File: src/rtl/suro_ctrl_fsm_if.sv
// suro-v.1 control sequencer: shared types and the datapath-facing bus.
// The FSM uses the master modport and the datapath uses the slave modport.
package suro_pkg;
   typedef logic [6:0] opcode_t;

   localparam opcode_t OPC_LUI    = 7'b0110111;
   localparam opcode_t OPC_AUIPC  = 7'b0010111;
   localparam opcode_t OPC_JAL    = 7'b1101111;
   localparam opcode_t OPC_JALR   = 7'b1100111;
   localparam opcode_t OPC_BRANCH = 7'b1100011;
   localparam opcode_t OPC_LOAD   = 7'b0000011;
   localparam opcode_t OPC_STORE  = 7'b0100011;
   localparam opcode_t OPC_IMM    = 7'b0010011;
   localparam opcode_t OPC_OP     = 7'b0110011;
   localparam opcode_t OPC_SYS    = 7'b1110011;

   typedef enum logic [2:0] {
      ALUC_NONE,
      ALUC_PC_4,
      ALUC_PC_IMM,
      ALUC_RS1_IMM,
      ALUC_BRANCH_OP,
      ALUC_OPEXE
   } alu_ctrl_t;

   typedef struct packed {
      opcode_t   opcode;
      alu_ctrl_t alu_ctrl;
      logic      start;
      logic      rf_rs1;
      logic      rf_rs2;
      logic      save_rd;
      logic      save_f3;
      logic      save_pc_next;
      logic      save_br_target;
      logic      save_store_target;
      logic      update_instr;
      logic      update_pc;
      logic      update_cntr_data;
      logic      memop;
   } ctrl_t;
endpackage

interface suro_ctrl_fsm_if;
   import suro_pkg::*;

   opcode_t opcode;
   logic    done;
   logic    mem_ready;
   ctrl_t   ctrl;
   logic    rf_we;
   logic    mem_req;
   logic    mem_we;
   logic    retire;
   logic    trap;
   logic    alu_err;
   logic    mem_err;

   modport master (
      input  opcode, done, mem_ready,
      output ctrl, rf_we, mem_req, mem_we,
      output retire, trap, alu_err, mem_err
   );

   modport slave (
      output opcode, done, mem_ready,
      input  ctrl, rf_we, mem_req, mem_we,
      input  retire, trap, alu_err, mem_err
   );
endinterface

File: src/rtl/suro_ctrl_fsm.sv
// suro-v.1 multi-cycle control sequencer.
// Moore control on state plus latched opcode; FETCH passes the live opcode.
module suro_ctrl_fsm
   import suro_pkg::*;
#(
   parameter int ALU_TIMEOUT = 64,
   parameter int MEM_TIMEOUT = 255
) (
   input  logic            clk,
   input  logic            rst,
   suro_ctrl_fsm_if.master bus
);

   typedef enum logic [2:0] {
      FETCH, DECODE, RS2, EXEC, MEM, WB, NEXTPC, HALT
   } state_t;

   localparam int TMAX = (ALU_TIMEOUT > MEM_TIMEOUT) ?
                         ALU_TIMEOUT : MEM_TIMEOUT;
   localparam int CW   = $clog2(TMAX + 1);

   state_t        r_state;
   state_t        w_nstate;
   opcode_t       r_op;
   logic [CW-1:0] r_cnt;
   logic          r_trap;
   logic          r_alu_err;
   logic          r_mem_err;

   logic          w_legal;
   logic          w_multi;
   logic          w_alu_to;
   logic          w_mem_to;
   logic          w_wait;

   ctrl_t         w_ctrl;
   logic          w_rf_we;
   logic          w_mem_req;
   logic          w_mem_we;
   logic          w_retire;

   assign w_multi  = (r_op == OPC_OP) || (r_op == OPC_IMM);
   assign w_alu_to = (r_cnt == CW'(ALU_TIMEOUT - 1));
   assign w_mem_to = (r_cnt == CW'(MEM_TIMEOUT - 1));
   assign w_wait   = (w_nstate == r_state) &&
                     ((r_state == EXEC) || (r_state == MEM));

   // classify the incoming opcode as a supported RV32I major opcode
   always_comb begin
      w_legal = 1'b0;
      case (bus.opcode)
         OPC_LUI, OPC_AUIPC, OPC_JAL, OPC_JALR,
         OPC_BRANCH, OPC_LOAD, OPC_STORE,
         OPC_IMM, OPC_OP, OPC_SYS: w_legal = 1'b1;
         default:                  w_legal = 1'b0;
      endcase
   end

   // next-state sequencing, including the ALU and memory watchdogs
   always_comb begin
      w_nstate = r_state;
      unique case (r_state)
         FETCH: begin
            if (bus.mem_ready)
               w_nstate = w_legal ? DECODE : HALT;
         end
         DECODE: begin
            case (r_op)
               OPC_LUI:                       w_nstate = WB;
               OPC_OP, OPC_BRANCH, OPC_STORE: w_nstate = RS2;
               default:                       w_nstate = EXEC;
            endcase
         end
         RS2: w_nstate = EXEC;
         EXEC: begin
            if (w_multi) begin
               if (bus.done)
                  w_nstate = WB;
               else if (w_alu_to)
                  w_nstate = HALT;
            end else begin
               case (r_op)
                  OPC_BRANCH, OPC_JAL,
                  OPC_JALR:             w_nstate = NEXTPC;
                  OPC_LOAD, OPC_STORE:  w_nstate = MEM;
                  default:              w_nstate = WB;
               endcase
            end
         end
         MEM: begin
            if (bus.mem_ready)
               w_nstate = (r_op == OPC_STORE) ? NEXTPC : WB;
            else if (w_mem_to)
               w_nstate = HALT;
         end
         WB:      w_nstate = FETCH;
         NEXTPC:  w_nstate = FETCH;
         HALT:    w_nstate = HALT;
         default: w_nstate = FETCH;
      endcase
   end

   // state, latched opcode, wait counter and sticky error flags
   always_ff @(posedge clk) begin
      if (rst) begin
         r_state   <= FETCH;
         r_op      <= '0;
         r_cnt     <= '0;
         r_trap    <= 1'b0;
         r_alu_err <= 1'b0;
         r_mem_err <= 1'b0;
      end else begin
         r_state <= w_nstate;
         if (r_state == FETCH && bus.mem_ready)
            r_op <= bus.opcode;
         r_cnt <= w_wait ? r_cnt + 1'b1 : '0;
         if (r_state == FETCH && bus.mem_ready && !w_legal)
            r_trap <= 1'b1;
         if (r_state == EXEC && w_multi && !bus.done && w_alu_to)
            r_alu_err <= 1'b1;
         if (r_state == MEM && !bus.mem_ready && w_mem_to)
            r_mem_err <= 1'b1;
      end
   end

   // control bundle decode; everything held at zero while in reset
   always_comb begin
      w_ctrl    = '0;
      w_rf_we   = 1'b0;
      w_mem_req = 1'b0;
      w_mem_we  = 1'b0;
      w_retire  = 1'b0;
      if (!rst) begin
         w_ctrl.opcode = (r_state == FETCH) ? bus.opcode : r_op;
         unique case (r_state)
            FETCH: begin
               w_mem_req           = 1'b1;
               w_ctrl.update_instr = bus.mem_ready;
            end
            DECODE: begin
               w_ctrl.rf_rs1       = 1'b1;
               w_ctrl.save_rd      = 1'b1;
               w_ctrl.alu_ctrl     = ALUC_PC_4;
               w_ctrl.save_pc_next = 1'b1;
            end
            RS2: begin
               w_ctrl.rf_rs2 = 1'b1;
               if (r_op == OPC_BRANCH) begin
                  w_ctrl.alu_ctrl       = ALUC_PC_IMM;
                  w_ctrl.save_br_target = 1'b1;
                  w_ctrl.save_f3        = 1'b1;
               end
            end
            EXEC: begin
               w_ctrl.start = (r_cnt == '0);
               case (r_op)
                  OPC_OP, OPC_IMM:
                     w_ctrl.alu_ctrl = ALUC_OPEXE;
                  OPC_BRANCH:
                     w_ctrl.alu_ctrl = ALUC_BRANCH_OP;
                  OPC_LOAD:
                     w_ctrl.alu_ctrl = ALUC_RS1_IMM;
                  OPC_STORE: begin
                     w_ctrl.alu_ctrl          = ALUC_RS1_IMM;
                     w_ctrl.save_store_target = 1'b1;
                  end
                  OPC_JAL, OPC_AUIPC:
                     w_ctrl.alu_ctrl = ALUC_PC_IMM;
                  OPC_JALR:
                     w_ctrl.alu_ctrl = ALUC_RS1_IMM;
                  OPC_SYS:
                     w_ctrl.update_cntr_data = 1'b1;
                  default: ;
               endcase
               if (r_op == OPC_JAL || r_op == OPC_JALR)
                  w_ctrl.update_pc = 1'b1;
            end
            MEM: begin
               w_ctrl.memop = 1'b1;
               w_mem_req    = 1'b1;
               w_mem_we     = (r_op == OPC_STORE);
            end
            WB: begin
               w_rf_we  = 1'b1;
               w_retire = 1'b1;
               if (r_op != OPC_JAL && r_op != OPC_JALR) begin
                  w_ctrl.update_pc = 1'b1;
                  w_ctrl.alu_ctrl  = ALUC_PC_4;
               end
            end
            NEXTPC: begin
               w_retire = 1'b1;
               case (r_op)
                  OPC_BRANCH: begin
                     w_ctrl.alu_ctrl  = ALUC_BRANCH_OP;
                     w_ctrl.update_pc = 1'b1;
                  end
                  OPC_STORE: begin
                     w_ctrl.alu_ctrl  = ALUC_PC_4;
                     w_ctrl.update_pc = 1'b1;
                  end
                  OPC_JAL, OPC_JALR:
                     w_rf_we = 1'b1;
                  default: ;
               endcase
            end
            HALT: ;
            default: ;
         endcase
      end
   end

   assign bus.ctrl    = w_ctrl;
   assign bus.rf_we   = w_rf_we;
   assign bus.mem_req = w_mem_req;
   assign bus.mem_we  = w_mem_we;
   assign bus.retire  = w_retire;
   assign bus.trap    = r_trap;
   assign bus.alu_err = r_alu_err;
   assign bus.mem_err = r_mem_err;

endmodule

File: src/flat_wrapper.sv
// flat-port wrapper written by rule: the top's interface ports become plain ports
module suro_ctrl_fsm_flat import suro_pkg::*;
#(
   parameter int ALU_TIMEOUT = 64,
   parameter int MEM_TIMEOUT = 255
)
  (clk, rst, bus_opcode, bus_done, bus_mem_ready, bus_ctrl, bus_rf_we, bus_mem_req, bus_mem_we, bus_retire, bus_trap, bus_alu_err, bus_mem_err);
  suro_ctrl_fsm_if bus_i ();
  input  logic clk;
  input  logic rst;
  input wire logic [$bits(bus_i.opcode)-1:0] bus_opcode;
  input wire logic [$bits(bus_i.done)-1:0] bus_done;
  input wire logic [$bits(bus_i.mem_ready)-1:0] bus_mem_ready;
  output wire logic [$bits(bus_i.ctrl)-1:0] bus_ctrl;
  output wire logic [$bits(bus_i.rf_we)-1:0] bus_rf_we;
  output wire logic [$bits(bus_i.mem_req)-1:0] bus_mem_req;
  output wire logic [$bits(bus_i.mem_we)-1:0] bus_mem_we;
  output wire logic [$bits(bus_i.retire)-1:0] bus_retire;
  output wire logic [$bits(bus_i.trap)-1:0] bus_trap;
  output wire logic [$bits(bus_i.alu_err)-1:0] bus_alu_err;
  output wire logic [$bits(bus_i.mem_err)-1:0] bus_mem_err;
  assign bus_i.opcode = bus_opcode;
  assign bus_i.done = bus_done;
  assign bus_i.mem_ready = bus_mem_ready;
  assign bus_ctrl = bus_i.ctrl;
  assign bus_rf_we = bus_i.rf_we;
  assign bus_mem_req = bus_i.mem_req;
  assign bus_mem_we = bus_i.mem_we;
  assign bus_retire = bus_i.retire;
  assign bus_trap = bus_i.trap;
  assign bus_alu_err = bus_i.alu_err;
  assign bus_mem_err = bus_i.mem_err;
  suro_ctrl_fsm #(.ALU_TIMEOUT(ALU_TIMEOUT), .MEM_TIMEOUT(MEM_TIMEOUT)) u_core (.clk(clk), .rst(rst), .bus(bus_i));
endmodule
File: config.mk
export PLATFORM = sky130hd
export DESIGN_NAME = suro_ctrl_fsm_flat
export DESIGN_NICKNAME = d
export VERILOG_FILES = /design/src/rtl/suro_ctrl_fsm_if.sv /design/src/rtl/suro_ctrl_fsm.sv /design/src/flat_wrapper.sv
export SDC_FILE = /design/constraint.sdc
export NUM_CORES = 1
export LEC_CHECK = 0
export ABC_CLOCK_PERIOD_IN_PS = 4800
export BUFFER_PORTS_ARGS = -buffer_cell sky130_fd_sc_hd__buf_2
export CORE_ASPECT_RATIO = 1.1
export CORE_MARGIN = 4
export CORE_UTILIZATION = 30
export DETAILED_ROUTE_END_ITERATION = 8
export PLACE_DENSITY_LB_ADDON = 0.2
export SLEW_MARGIN = 20
export SYNTH_ARGS = -nofsm -noshare
export SYNTH_HDL_FRONTEND = slang
export SYNTH_SLANG_ARGS = --single-unit
File: constraint.sdc
create_clock -name clk -period 4.8 [get_ports clk]
set_input_delay 0.96 -clock clk [delete_from_list [all_inputs] [get_ports clk]]
set_output_delay 0.96 -clock clk [all_outputs]
set_load 0.03 [all_outputs]
==> run metrics <==
synthesized instance count approximately 230; I/O Pins 40; worst slack at placement approximately 1.7 ns; total detailed-routing wirelength approximately 4.5 mm; Sink Count 21; final critical-path required period around 3.2 ns; WL met2 approximately 2 mm; Final period util 66.5%; top cell types by occurrence after synthesis sky130_fd_sc_hd__nand2_1 (37), sky130_fd_sc_hd__a21oi_1 (24), sky130_fd_sc_hd__nor2_1 (23); result of the run completed; DRT met1 WL around 2.3 mm; WL/cell 13.8 µm; largest net degree at the start of global routing 34; slew of the pin with the lowest slew margin roughly 0.84 ns; First DRT Iteration DRCs 70; fraction of synthesis flops using an asynchronous set or reset pin 0%; final weighted congestion in routability-driven placement around 0.8; fraction of synthesized cell area taken by the top area cell type roughly 25%; crit path capture type output port; Top Metal Used met4; number of warning messages in the yosys log 0; TritonRoute pass-1 iters 4; post-route cell area approximately 0.0019 mm²; critical path cell sequence nor2b_1 -> nand2_1 -> nor4_1 -> buf_2; all-layer global routing usage between 10% and 20%; final number of hold-violating endpoints 0; Root Driver sky130_fd_sc_hd__clkbuf_8; sequential area share after synthesis between 20% and 30%; clock transition at the registers of the reported paths 0.08 ns; clock latency at the later pin of the worst-skew pair between 0.2 and 0.3 ns; power per standard cell area between 300 and 400 mW/mm²; number of violations of the max-capacitance limit 0; crit path DAT ~2.2 ns; first-pass GRT wire length 7.57 mm; number of remaining DRC errors 0; level count of the clock H-tree 1; synthesized area per cell ~7.3 µm²; worst endpoint required time between 3 and 4 ns; overall die height around 86 µm; worst-case setup margin in the final layout around 1.6 ns; slowest CP cell sky130_fd_sc_hd__dfxtp_1; Antenna Cells 0; via total after detailed routing approximately 1.7k; most frequently used flop master after synthesis sky130_fd_sc_hd__dfxtp_1; final cell count without fillers 330; area growth from synthesis to layout 14.4%; Placeable Area about 0.0054 mm²; detailed-route vias per instance roughly 5; initial antenna violation count 0; achievable clock frequency around 310 MHz; Synth area leaders sky130_fd_sc_hd__dfxtp_1 (25%), sky130_fd_sc_hd__nand2_1 (8.3%), sky130_fd_sc_hd__a21oi_1 (7.2%); type of the most critical hold path flip-flop to flip-flop; overall power after layout about 0.00063 W; Setup Buffers After CTS 0; # nets final between 200 and 300; HPWL after detailed placement between 3 and 4 mm; number of global-route vias before repair 1522; final count of pins violating max slew 0; Mapped Area 0.00167 mm²; Crit Path Class flip-flop to output port; total congestion overflow 0; initial standard-cell utilization of the core roughly 31%; Total Neg Setup Slack 0 ns; total nets after synthesis 243; Setup crit start kind flip-flop; fillers a little over 600; instance count after placement with tap cells included 326; full die area roughly 0.0068 mm²; post-CTS sizing 0; Slowest Stage Delay on Critical Path roughly 0.82 ns; area leader, netlist sky130_fd_sc_hd__dfxtp_1; maximum vdd drop around 0.13 mV; number of enable-type register cells in the synthesized netlist 0; cell area after placement 0.00186 mm²; antenna-violating nets left 0; number of buffers inserted by hold repair at cts 0; buffers from clock root to sink, at most 2; Routed met3 length 151 µm; TritonCTS clock tree done; remaining max-slew budget at the tightest pin a little over two fifths; count of buffers inserted at the top-level ports 39; setup skew after layout 0.00163 ns; die span in x about 79 µm; count of cell types in the netlist 51; Site Rows 28; Inserted Clock Buffers 3; P_leak approximately 0.7 nW; fraction of layout cells with a size suffix above 1 a little over a fifth; number of synthesized register bits 21; count leader, synth sky130_fd_sc_hd__nand2_1; peak fanout along the critical path 22; RSZ-0062 raised after global routing no; final setup fails 0
[power by group]
group	internal, W	switching (W)	total (W)
Combinational	0.0000934	0.000169	0.000263
Sequential	0.000189	0.0000571	0.000246
Clock	0.0000579	0.0000609	0.000119
Total	0.000341	0.000287	0.000628
[layout by cell type, fill, tap and decap left out, drive strengths merged, types with 3 or more instances in the layout]
cell type	netlist	layout
nor2	24	24
clkbuf	10	3
inv	7	7
buf	7	39
a21oi	25	25
nor4	6	6
nand2	37	37
ha	3	3
nand3	6	6
nor3	21	21
nand2b	9	9
xnor2	3	3
o21ai	10	10
xor2	4	4
nor2b	3	3
dfxtp	21	21
or3	4	4
[metrics by stage]
stage / util, % / hold WS [ns]
finish: 35.4 / 0.477
global placement: 34.6 / 0.461
detailed placement: 34.6 / 0.458
global route: 35.4 / 0.526
CTS: 35.4 / 0.479
floorplan: - / 0.465
[kinds of logic after synthesis]
| logic type | share of synthesized area (%) |
|---|---|
| fa+ha+maj | 2.85 |
| xor+xnor | 3.67 |
| mux | 0.899 |
| flops | 25.2 |
| compound gates | 19.5 |
| buf+inv | 7.27 |
| simple gates | 40.7 |
[state kept, by name, indices dropped and copies added (netlist names)]
register,count
u_core.bus.mem_err,1
u_core.bus.trap,1
u_core.r_op,7
u_core.bus.alu_err,1
u_core.r_state,3
u_core.r_cnt,8
[critical path: cells and delay by family (launching register included)]
family | cells | cell delay, ns
simple gates | 3 | 0.90
flops | 1 | 0.82
buf+inv | 1 | 0.25
[worst paths after layout]
check / from / to / slack [ns] / cells past startpoint
worst min register to register: u_core.bus.mem_err / u_core.bus.mem_err / 0.48 / 2
worst max register to register: u_core.r_state[0] / u_core.r_cnt[4] / 2.27 / 5
worst min-delay path: u_core.bus.mem_err / u_core.bus.mem_err / 0.48 / 2
worst max-delay path: u_core.r_state[0] / bus_ctrl[1] / 1.61 / 4
[cell type report]
class	count	area (µm²)	share of cell area (%)
Sequential cell	21	420	22.0
Timing Repair Buffer	39	195	10.2
Clock inverter	1	5.00	0.262
Clock buffer	3	41.3	2.16
Tap cell	75	93.8	4.91
Inverter	7	26.3	1.38
Multi-Input combinational cell	184	1130	59.1
[layer usage]
layer / vias to the layer above / global-route usage, %
li1: 863 / -
met4: 0 / 5.00
met2: 34 / 21.1
met3: 7 / 2.08
met1: 753 / 19.4
met5: - / 0
Power figures use the tool's default switching activity.
